## src/rtl/rv32_pipe_pkg.sv

```systemverilog
// ---------------------------------------------------------------------------
// rv32_pipe_pkg
// Shared definitions for the RV32 pipeline stages:
//   XLEN, RW          - datapath and register-address widths
//   ALU_*             - ALU select encodings driven on aluSel
//   fwd_sel_e         - operand forwarding source select
//   src_hit()         - "does this producer stage write this source register"
// ---------------------------------------------------------------------------
package rv32_pipe_pkg;

    localparam int XLEN = 32;
    localparam int RW   = 5;

    localparam logic [3:0] ALU_AND   = 4'd0;
    localparam logic [3:0] ALU_OR    = 4'd1;
    localparam logic [3:0] ALU_XOR   = 4'd2;
    localparam logic [3:0] ALU_ADD   = 4'd3;
    localparam logic [3:0] ALU_SUB   = 4'd4;
    localparam logic [3:0] ALU_SLT   = 4'd5;
    localparam logic [3:0] ALU_PASS2 = 4'd6;
    localparam logic [3:0] ALU_SLL   = 4'd7;
    localparam logic [3:0] ALU_SRL   = 4'd8;
    localparam logic [3:0] ALU_SRA   = 4'd9;
    localparam logic [3:0] ALU_SLA   = 4'd10;

    typedef enum logic [1:0] {
        FWD_NONE = 2'd0,
        FWD_EXM  = 2'd1,
        FWD_MWB  = 2'd2
    } fwd_sel_e;

    // A producer hits a source when it writes that register; x0 never hits.
    function automatic logic src_hit(input logic [RW-1:0] src,
                                     input logic [RW-1:0] rd,
                                     input logic          we);
        return we && (rd == src) && (src != {RW{1'b0}});
    endfunction

endpackage

```

## src/rtl/id_ex_stage_operand_fwd.sv

```systemverilog
// ---------------------------------------------------------------------------
// operand_fwd
// Hit detection and 3:1 forwarding mux for one ALU source operand.
// Priority: EX/MEM > MEM/WB > stored register data. x0 always yields 0.
// Ports:
//   src_addr, src_data            - stored source index and data
//   exm_rd, exm_we, exm_data      - EX/MEM producer
//   mwb_rd, mwb_we, mwb_data      - MEM/WB producer
//   sel                           - which source won (FWD_NONE on no hit)
//   fwd_data                      - resulting operand value
// ---------------------------------------------------------------------------
module operand_fwd
    import rv32_pipe_pkg::*;
#(
    parameter int XLEN = rv32_pipe_pkg::XLEN,
    parameter int RW   = rv32_pipe_pkg::RW
) (
    input  logic [RW-1:0]   src_addr,
    input  logic [XLEN-1:0] src_data,
    input  logic [RW-1:0]   exm_rd,
    input  logic            exm_we,
    input  logic [XLEN-1:0] exm_data,
    input  logic [RW-1:0]   mwb_rd,
    input  logic            mwb_we,
    input  logic [XLEN-1:0] mwb_data,
    output fwd_sel_e        sel,
    output logic [XLEN-1:0] fwd_data
);

    // Pick the youngest producer that writes this source.
    always_comb begin
        sel = FWD_NONE;
        if (src_hit(src_addr, exm_rd, exm_we)) begin
            sel = FWD_EXM;
        end else if (src_hit(src_addr, mwb_rd, mwb_we)) begin
            sel = FWD_MWB;
        end else begin
            sel = FWD_NONE;
        end
    end

    // Operand mux; x0 is forced to zero whatever the stored data says.
    always_comb begin
        fwd_data = {XLEN{1'b0}};
        if (src_addr == {RW{1'b0}}) begin
            fwd_data = {XLEN{1'b0}};
        end else begin
            case (sel)
                FWD_EXM:  fwd_data = exm_data;
                FWD_MWB:  fwd_data = mwb_data;
                FWD_NONE: fwd_data = src_data;
                default:  fwd_data = src_data;
            endcase
        end
    end

endmodule

```

## src/rtl/id_ex_stage.sv

```systemverilog
// ---------------------------------------------------------------------------
// id_ex_stage
// Decode-to-execute pipeline register. Holds one decoded instruction and
// presents it to the ALU with a valid/ready handshake. RAW hazards against
// EX/MEM and MEM/WB are resolved by forwarding (ID_EX_FWD_EN defined) or by
// stalling decode (ID_EX_FWD_EN undefined, the default build).
// Ports:
//   clk, rst_n                     - clock, async active-low reset
//   i_valid / o_ready              - decode handshake
//   i_rs*_addr, i_rs*_data, i_imm, i_use_imm, i_rd_addr, i_rd_we,
//   i_aluSel, i_sign, i_shift, i_pc - decoded instruction fields
//   i_flush                        - squash held/incoming instruction
//   i_ex_ready                     - execute consumes o_* this cycle
//   i_exm_*, i_mwb_*               - producer stages for forwarding/hazards
//   o_valid, o_op1, o_op2, o_aluSel, o_sign, o_shift, o_rd_addr, o_rd_we,
//   o_pc                           - held instruction towards the ALU
// Configuration macro: ID_EX_FWD_EN
// ---------------------------------------------------------------------------
module id_ex_stage
    import rv32_pipe_pkg::*;
#(
    parameter int XLEN = rv32_pipe_pkg::XLEN,
    parameter int RW   = rv32_pipe_pkg::RW
) (
    input  logic            clk,
    input  logic            rst_n,
    input  logic            i_valid,
    output logic            o_ready,
    input  logic [RW-1:0]   i_rs1_addr,
    input  logic [RW-1:0]   i_rs2_addr,
    input  logic [XLEN-1:0] i_rs1_data,
    input  logic [XLEN-1:0] i_rs2_data,
    input  logic [XLEN-1:0] i_imm,
    input  logic            i_use_imm,
    input  logic [RW-1:0]   i_rd_addr,
    input  logic            i_rd_we,
    input  logic [3:0]      i_aluSel,
    input  logic            i_sign,
    input  logic            i_shift,
    input  logic [XLEN-1:0] i_pc,
    input  logic            i_flush,
    input  logic            i_ex_ready,
    input  logic [RW-1:0]   i_exm_rd,
    input  logic            i_exm_we,
    input  logic [XLEN-1:0] i_exm_data,
    input  logic [RW-1:0]   i_mwb_rd,
    input  logic            i_mwb_we,
    input  logic [XLEN-1:0] i_mwb_data,
    output logic            o_valid,
    output logic [XLEN-1:0] o_op1,
    output logic [XLEN-1:0] o_op2,
    output logic [3:0]      o_aluSel,
    output logic            o_sign,
    output logic            o_shift,
    output logic [RW-1:0]   o_rd_addr,
    output logic            o_rd_we,
    output logic [XLEN-1:0] o_pc
);

    logic            valid_r;
    logic [RW-1:0]   rs1_addr_r;
    logic [RW-1:0]   rs2_addr_r;
    logic [XLEN-1:0] rs1_data_r;
    logic [XLEN-1:0] rs2_data_r;
    logic [XLEN-1:0] imm_r;
    logic            use_imm_r;
    logic [RW-1:0]   rd_addr_r;
    logic            rd_we_r;
    logic [3:0]      alu_sel_r;
    logic            sign_r;
    logic            shift_r;
    logic [XLEN-1:0] pc_r;

    logic            exm_we_s;
    logic            mwb_we_s;
    logic            hazard_s;
    logic            ready_s;
    logic            accept_s;
    fwd_sel_e        sel1_s;
    fwd_sel_e        sel2_s;
    logic [XLEN-1:0] fwd1_s;
    logic [XLEN-1:0] fwd2_s;

`ifdef ID_EX_FWD_EN
    // Forwarding build: producers feed the operand muxes, decode never stalls.
    assign exm_we_s = i_exm_we;
    assign mwb_we_s = i_mwb_we;
    assign hazard_s = 1'b0;
`else
    // Stall build: muxes only ever select stored data (no producer enabled),
    // so both hold refresh and forwarding are inert.
    assign exm_we_s = 1'b0;
    assign mwb_we_s = 1'b0;

    // Stall decode while any in-flight producer still owes an incoming source.
    always_comb begin
        logic rs1_hit_s;
        logic rs2_hit_s;
        rs1_hit_s = src_hit(i_rs1_addr, rd_addr_r, valid_r & rd_we_r) |
                    src_hit(i_rs1_addr, i_exm_rd, i_exm_we) |
                    src_hit(i_rs1_addr, i_mwb_rd, i_mwb_we);
        rs2_hit_s = src_hit(i_rs2_addr, rd_addr_r, valid_r & rd_we_r) |
                    src_hit(i_rs2_addr, i_exm_rd, i_exm_we) |
                    src_hit(i_rs2_addr, i_mwb_rd, i_mwb_we);
        hazard_s  = rs1_hit_s | (rs2_hit_s & ~i_use_imm);
    end
`endif

    assign ready_s  = (~valid_r | i_ex_ready) & ~hazard_s;
    assign accept_s = i_valid & ready_s;

    operand_fwd #(.XLEN(XLEN), .RW(RW)) u_fwd_rs1 (
        .src_addr (rs1_addr_r),
        .src_data (rs1_data_r),
        .exm_rd   (i_exm_rd),
        .exm_we   (exm_we_s),
        .exm_data (i_exm_data),
        .mwb_rd   (i_mwb_rd),
        .mwb_we   (mwb_we_s),
        .mwb_data (i_mwb_data),
        .sel      (sel1_s),
        .fwd_data (fwd1_s)
    );

    operand_fwd #(.XLEN(XLEN), .RW(RW)) u_fwd_rs2 (
        .src_addr (rs2_addr_r),
        .src_data (rs2_data_r),
        .exm_rd   (i_exm_rd),
        .exm_we   (exm_we_s),
        .exm_data (i_exm_data),
        .mwb_rd   (i_mwb_rd),
        .mwb_we   (mwb_we_s),
        .mwb_data (i_mwb_data),
        .sel      (sel2_s),
        .fwd_data (fwd2_s)
    );

    // Pipeline register: flush beats accept; accept with consume replaces;
    // while held, refresh stored operands so a retiring result is not lost.
    always_ff @(posedge clk or negedge rst_n) begin
        if (!rst_n) begin
            valid_r    <= 1'b0;
            rs1_addr_r <= {RW{1'b0}};
            rs2_addr_r <= {RW{1'b0}};
            rs1_data_r <= {XLEN{1'b0}};
            rs2_data_r <= {XLEN{1'b0}};
            imm_r      <= {XLEN{1'b0}};
            use_imm_r  <= 1'b0;
            rd_addr_r  <= {RW{1'b0}};
            rd_we_r    <= 1'b0;
            alu_sel_r  <= 4'd0;
            sign_r     <= 1'b0;
            shift_r    <= 1'b0;
            pc_r       <= {XLEN{1'b0}};
        end else if (i_flush) begin
            valid_r <= 1'b0;
            rd_we_r <= 1'b0;
        end else if (accept_s) begin
            valid_r    <= 1'b1;
            rs1_addr_r <= i_rs1_addr;
            rs2_addr_r <= i_rs2_addr;
            rs1_data_r <= i_rs1_data;
            rs2_data_r <= i_rs2_data;
            imm_r      <= i_imm;
            use_imm_r  <= i_use_imm;
            rd_addr_r  <= i_rd_addr;
            rd_we_r    <= i_rd_we;
            alu_sel_r  <= i_aluSel;
            sign_r     <= i_sign;
            shift_r    <= i_shift;
            pc_r       <= i_pc;
        end else if (valid_r && i_ex_ready) begin
            valid_r <= 1'b0;
        end else if (valid_r) begin
            if (sel1_s != FWD_NONE) begin
                rs1_data_r <= fwd1_s;
            end
            if (sel2_s != FWD_NONE) begin
                rs2_data_r <= fwd2_s;
            end
        end
    end

    // Second ALU operand: immediate or (forwarded) rs2.
    always_comb begin
        o_op2 = {XLEN{1'b0}};
        if (use_imm_r) begin
            o_op2 = imm_r;
        end else begin
            o_op2 = fwd2_s;
        end
    end

    assign o_ready   = ready_s;
    assign o_valid   = valid_r;
    assign o_op1     = fwd1_s;
    assign o_aluSel  = alu_sel_r;
    assign o_sign    = sign_r;
    assign o_shift   = shift_r;
    assign o_rd_addr = rd_addr_r;
    assign o_rd_we   = rd_we_r;
    assign o_pc      = pc_r;

endmodule
```

## config.mk

```make
export PLATFORM = sky130hd
export DESIGN_NAME = id_ex_stage
export DESIGN_NICKNAME = d
export VERILOG_FILES = /design/src/rtl/rv32_pipe_pkg.sv /design/src/rtl/id_ex_stage_operand_fwd.sv /design/src/rtl/id_ex_stage.sv
export SDC_FILE = /design/constraint.sdc
export NUM_CORES = 1
export LEC_CHECK = 0
export BUFFER_PORTS_ARGS = -buffer_cell sky130_fd_sc_hd__buf_2
export CAP_MARGIN = 0
export CORE_AREA = 2 2 132 134
export CTS_BUF_LIST = sky130_fd_sc_hd__clkbuf_2 sky130_fd_sc_hd__clkbuf_4 sky130_fd_sc_hd__clkbuf_8
export CTS_CLUSTER_SIZE = 20
export DETAILED_ROUTE_END_ITERATION = 6
export DIE_AREA = 0 0 134 136
export PLACE_DENSITY = 0.8
export SETUP_SLACK_MARGIN = 0.15
export SLEW_MARGIN = 10
export SYNTH_ARGS = -nofsm -noshare
export SYNTH_HDL_FRONTEND = slang
export SYNTH_SLANG_ARGS = --single-unit
```

## constraint.sdc

```tcl
create_clock -name clk -period 2.35 [get_ports clk]
set_input_delay 0.1175 -clock clk [delete_from_list [all_inputs] [get_ports clk]]
set_output_delay 0.1175 -clock clk [all_outputs]
set_load 0.03 [all_outputs]
```

After elaboration in Yosys (flattened, before gate mapping)

Cells that the tools add are included.
W data, S select, Z words.

Equal/unequal tests: 6
Muxes and demuxes: 8
Reductions and logical operators: 20
Bitwise logic cells: 14

Operators by type and width:

| operator            | number |
|---|---|
| $mux W32            | 3 |
| $eq A5 B5 Y1        | 6 |
| $logic_and A1 B1 Y1 | 13 |
| $logic_not A5 Y1    | 2 |
| $reduce_bool A5 Y1  | 2 |
| $or A1 B1 Y1        | 6 |
| $mux W1             | 5 |
| $and A1 B1 Y1       | 4 |
| $not A1 Y1          | 4 |
| $reduce_bool A3 Y1  | 1 |
| $reduce_and A2 Y1   | 1 |
| $reduce_bool A2 Y1  | 1 |

Flip-flop bits (word level): 152
Input bits: 232
Logic and storage cells: 61
Output and inout port bits: 110

Depth between registers and ports, before layout

Depth in word-level cells: 12
Depth in mapped cells: 9

Cells and area by module

Synthesis repeated with hierarchy kept, for this count alone.

Cell total of the unflattened synthesis: 1076
Area total of the unflattened synthesis: 10232.3 µm²

By module, submodules not included:

| module      | cells an instance | area an instance (µm²) | times used |
|---|---|---|---|
| id_ex_stage | 724               | 8135.3                 | 1 |
| operand_fwd | 176               | 1048.5                 | 2 |

Worst setup path after synthesis

Ideal clock, no wire load.

Path kind: register -> register
Start: reg rd_addr_r[0] (netlist: o_rd_addr[0])
End: reg imm_r[0]
Cell stages (with the launch flop): 9
Slack: 54 ps
Clock period less this slack: 2296 ps
Library setup time: 125 ps
Arrival time: 2171 ps
Cells stage by stage: dfrtp_1 xnor2_1 nand4_1 or4_1 and3_1 nand4b_2 buf_6 buf_6 mux2_4

Cells in the longest elaborated chain, start to end: 11
Elaborated cells between the ends (all ways): 16
Those cells by class: 2 x eq/ne; 9 x bitwise; 5 x reduce/logical

Ends and longest elaborated chain:

| element                          | line                | text |
|---|---|---|
| from (decl)                      | id_ex_stage.sv:67   | `logic [RW-1:0] rd_addr_r;` |
| from (signal assigned)           | id_ex_stage.sv:149  | `rd_addr_r <= {RW{1'b0}};` |
| from (signal assigned)           | id_ex_stage.sv:166  | `rd_addr_r <= i_rd_addr;` |
| $eq A5 B5 Y1                     | rv32_pipe_pkg.sv:36 | `return we && (rd == src) && (src != {RW{1'b0}});` |
| $logic_and A1 B1 Y1 (2 in a row) | rv32_pipe_pkg.sv:36 |  |
| $or A1 B1 Y1                     | id_ex_stage.sv:102  | `rs2_hit_s = src_hit(i_rs2_addr, rd_addr_r, valid_r & rd_we_r) \|` |
| $or A1 B1 Y1                     | id_ex_stage.sv:103  | `src_hit(i_rs2_addr, i_exm_rd, i_exm_we) \|` |
| $and A1 B1 Y1                    | id_ex_stage.sv:105  | `hazard_s = rs1_hit_s \| (rs2_hit_s & ~i_use_imm);` |
| $or A1 B1 Y1 *                   | id_ex_stage.sv:105  |  |
| $not A1 Y1 *                     | id_ex_stage.sv:109  | `assign ready_s = (~valid_r \| i_ex_ready) & ~hazard_s;` |
| $and A1 B1 Y1 *                  | id_ex_stage.sv:109  |  |
| $and A1 B1 Y1 *                  | id_ex_stage.sv:110  | `assign accept_s = i_valid & ready_s;` |
| $reduce_and A2 Y1 (no line) *    | n/a                 |  |
| to (signal assigned)             | id_ex_stage.sv:147  | `imm_r <= {XLEN{1'b0}};` |
| to (signal assigned)             | id_ex_stage.sv:164  | `imm_r <= i_imm;` |
| to (decl)                        | id_ex_stage.sv:65   | `logic [XLEN-1:0] imm_r;` |

Every way passes the cells marked *; elsewhere a longest branch is shown, timed or not.
A chain may end at the register's enable or synchronous reset.

Worst setup path in the final report

Start: reg rd_addr_r[4] (netlist: o_rd_addr[4])
End: reg rs2_data_r[27]

Cells in the longest elaborated chain, start to end: 11
Elaborated cells between the ends (all ways): 16
Those cells by class: 2 x eq/ne; 9 x bitwise; 5 x reduce/logical

Ends and longest elaborated chain:

| element                          | line                | text |
|---|---|---|
| $eq A5 B5 Y1                     | rv32_pipe_pkg.sv:36 |  |
| $logic_and A1 B1 Y1 (2 in a row) | rv32_pipe_pkg.sv:36 |  |
| $or A1 B1 Y1                     | id_ex_stage.sv:102  |  |
| $or A1 B1 Y1                     | id_ex_stage.sv:103  |  |
| $and A1 B1 Y1                    | id_ex_stage.sv:105  |  |
| $or A1 B1 Y1 *                   | id_ex_stage.sv:105  |  |
| $not A1 Y1 *                     | id_ex_stage.sv:109  |  |
| $and A1 B1 Y1 *                  | id_ex_stage.sv:109  |  |
| $and A1 B1 Y1 *                  | id_ex_stage.sv:110  |  |
| $reduce_and A2 Y1 (no line) *    | n/a                 |  |
| to (signal assigned)             | id_ex_stage.sv:146  | `rs2_data_r <= {XLEN{1'b0}};` |
| to (signal assigned)             | id_ex_stage.sv:163  | `rs2_data_r <= i_rs2_data;` |
| to (signal assigned)             | id_ex_stage.sv:179  | `rs2_data_r <= fwd2_s;` |
| to (decl)                        | id_ex_stage.sv:64   | `logic [XLEN-1:0] rs2_data_r;` |

Marks and branches as above.

==> metrics.md <==
| Metric | Value |
|---|---|
| Final Hold Fails | 0 |
| Setup TNS | 0 ns |
| Vias in the first global route | about 6100 |
| Fin crit period | roughly 2.3 ns |
| Setup repair after global routing missed its margin | yes |
| Placed Cells | between 900 and 1000 |
| Inserted Clock Buffers | 17 |
| Congestion Overflow GR | 0 |
| Fin worst setup slack | between 0.07 and 0.08 ns |
| Hold_ws | 0.0459 ns |
| Worst-case clock buffer depth | 2 |
| Clock root cell | clkbuf_8 |
| Crit Path Max Fanout | 15 |
| GRT Overall Usage | a little under a quarter |
| Final Cell Area | approximately 0.011 mm2 |
| RD Place Congestion | 0.793 |
| Clock latency on the worst-skew pair | 0.44 ns |
| Initial antenna violation count | 2 |
| Syn Area/Cell | between 15 and 20 um2 |
| Die width | roughly 130 um |
| DR DRC count | 0 |
| Mapped Area | 0.00701 mm2 |
| Post-Layout Cell Count | between 1000 and 1500 |
| Routed len/inst | about 19 um |
| R2r setup slk | approximately 0.078 ns |
| Worst-Margin Slew | ~0.47 ns |
| Initial DRC count | 206 |
| Final slew viol count | 0 |
| Sequential cell area | 0.00381 mm2 |
| Status | finished clean |
| Min-delay worst type | primary input to flip-flop |
| CTS tree | yes |
| Fin crit share | ~97% |
| Area of the multi-input gates | between 0.003 and 0.004 mm2 |
| CP Data Arrival Time | approximately 2.6 ns |
| Critical path endpoint category | flip-flop |
| CP required | ~2.7 ns |
| Synth-to-layout area growth | 59.0% |
| Half-perimeter wire length after detailed placement | 12000 um |
| Maximum vdd ir drop | 498 uV |
| Synth warn | 0 |
| Row count | 48 |
| Final wirelength | 21800 um |
| Placeable Area | roughly 0.017 mm2 |
| Mapped Nets | slightly below 700 |
| Register area share after synthesis | 54.2% |
| Clock transition at path regs | approximately 0.090 ns |
| Filler cells | 1152 |
| Initial core utilization | around 42% |
| Crit start category | flip-flop |
| Area post-placement | between 0.008 and 0.009 mm2 |
| Critical path class | flip-flop to flip-flop |
| Post-route ant nets | 0 |
| Fmax | 440 MHz |
| Flops & latches, synth | between 150 and 200 |
| Layout cell share with drive strength beyond 1 | between 50% and 60% |
| Post-synth cell types | 25 |
| Final clock skew | 0.0200 ns |
| LEAKAGE | between 0.005 and 0.006 uW |
| Nets | around 1100 |
| Pin count of the biggest net entering global routing | 88 |
| First-pass GRT wire length | 31800 um |
| Io pins | 342 |
| Die H | ~140 um |
| Drt pass-1 iters | 4 |
| Clk sinks | around 150 |
| Most frequent cells in the layout | buf_2, dlygate4sd3_1, dfrtp_1 |
| Syn Inst Count | between 400 and 500 |
| PD cells | 832 mW/mm2 |
| Max-cap violation count | 0 |
| Pre-CTS WS | roughly 0.0018 ns |
| Setup-failing EPs final | 0 |
| Total die area | ~0.018 mm2 |
| CTS H-tree lvls | 4 |
| Routed vias | between 5000 and 6000 |
| Port Buffers | between 200 and 300 |
| Commonest non-fill, non-tap cell in the layout | buf_2 |
| Vias per cell | between 4 and 5 |
| Relative slew slack | 68.8% |
[cells by family after synthesis]
family / share of synthesized area, %
flip-flops: 54.2
multiplexers: 29.6
AND/OR/NAND/NOR: 5.28
AO/OA/AOI/OAI: 4.42
XOR/XNOR: 3.75
buffers and inverters: 2.73
[what timing repair did]
| item | in CTS | in global routing |
|---|---|---|
| hold buffers | 147 | 0 |
| endpoints found under the hold margin | 296 | 0 |
| gates resized for setup | 6 | 71 |
| cloned | 1 | 3 |
| pin swaps | 0 | 2 |
| setup buffers | 3 | 4 |
| endpoints found under the setup margin | 155 | 184 |
[state kept, by name, summed over array words and instances, names as in the netlist]
register and flops:
rs1_data_r 32, rs1_addr_r 5, o_pc 32, o_aluSel 4, o_rd_we 1, rs2_addr_r 5
use_imm_r 1, rs2_data_r 32, o_shift 1, imm_r 32, o_valid 1, o_rd_addr 5
o_sign 1
[layer usage]
layer  share of wire [%]  track usage (%)  vias up
met2                  53             40.7      236
met3                 6.2             5.85       42
met5                   0                0        -
li1                    -                -     2534
met4                 2.4             9.22        0
met1                  38             25.5     2796
[power by group]
group          switching, uW  internal [uW]  total (uW)
clock network           1040           1210        2250
logic                   1880           1670        3550
registers                340           3140        3480
[synth_stat cells]
library cell,count,area share [%]
a21o_1,1,0.11
nor2b_1,32,2.9
mux2i_1,1,0.14
o31ai_1,1,0.11
nand3_1,3,0.21
xor2_1,18,2.2
nor3_1,3,0.21
dfrtp_1,152,54
and4_1,1,0.12
nand2_1,1,0.053
nand2b_1,3,0.27
and3_1,3,0.27
a21oi_1,3,0.21
mux2_2,50,8.0
nand4b_2,1,0.21
clkbuf_1,10,0.54
xnor2_1,12,1.5
nor2_1,4,0.21
mux2_4,100,21
nor4_1,4,0.36
buf_6,11,1.8
a22o_1,32,4.0
buf_2,6,0.43
nand4_1,2,0.18
or4_1,3,0.32
[stage by stage]
step | total power, uW | util [%]
3_3_place_gp | 6490 | 52.5
4_1_cts | 9060 | 64.3
5_1_grt | 9670 | 66.1
6_report | 9280 | 66.1
2_1_floorplan | 5590 | -
3_5_place_dp | 6570 | 52.5
[worst paths after layout]
check	start	endpoint	cells after the start
max in group asynchronous	rst_n	o_pc[0]	3
worst max-delay path	o_rd_addr[4]	rs2_data_r[27]	8
min in group asynchronous	rst_n	o_pc[3]	3
worst max register to register	o_rd_addr[4]	rs2_data_r[27]	8
worst min register to register	rs1_data_r[29]	rs1_data_r[29]	1
worst min-delay path	i_rs2_addr[1]	rs2_addr_r[1]	2
[cell type report]
class	count	area share (%)
tap	225	2.52
timing repair buffer	462	31.1
clock inverter	13	1.69
sequential	152	34.2
multi-input combinational	278	28.2
clock buffer	19	2.29
antenna	2	0.0449
[critical path, cell delays in order (launching register included)]
cell and delay [ns]:
dfrtp_2 0.43, xnor2_1 0.15, nand4_1 0.09, or4_4 0.43, and3_4 0.21, nand4b_4 0.14, buf_12 0.17, buf_16 0.17
mux2_2 0.35
No activity file was read; power rests on OpenSTA's default activity.
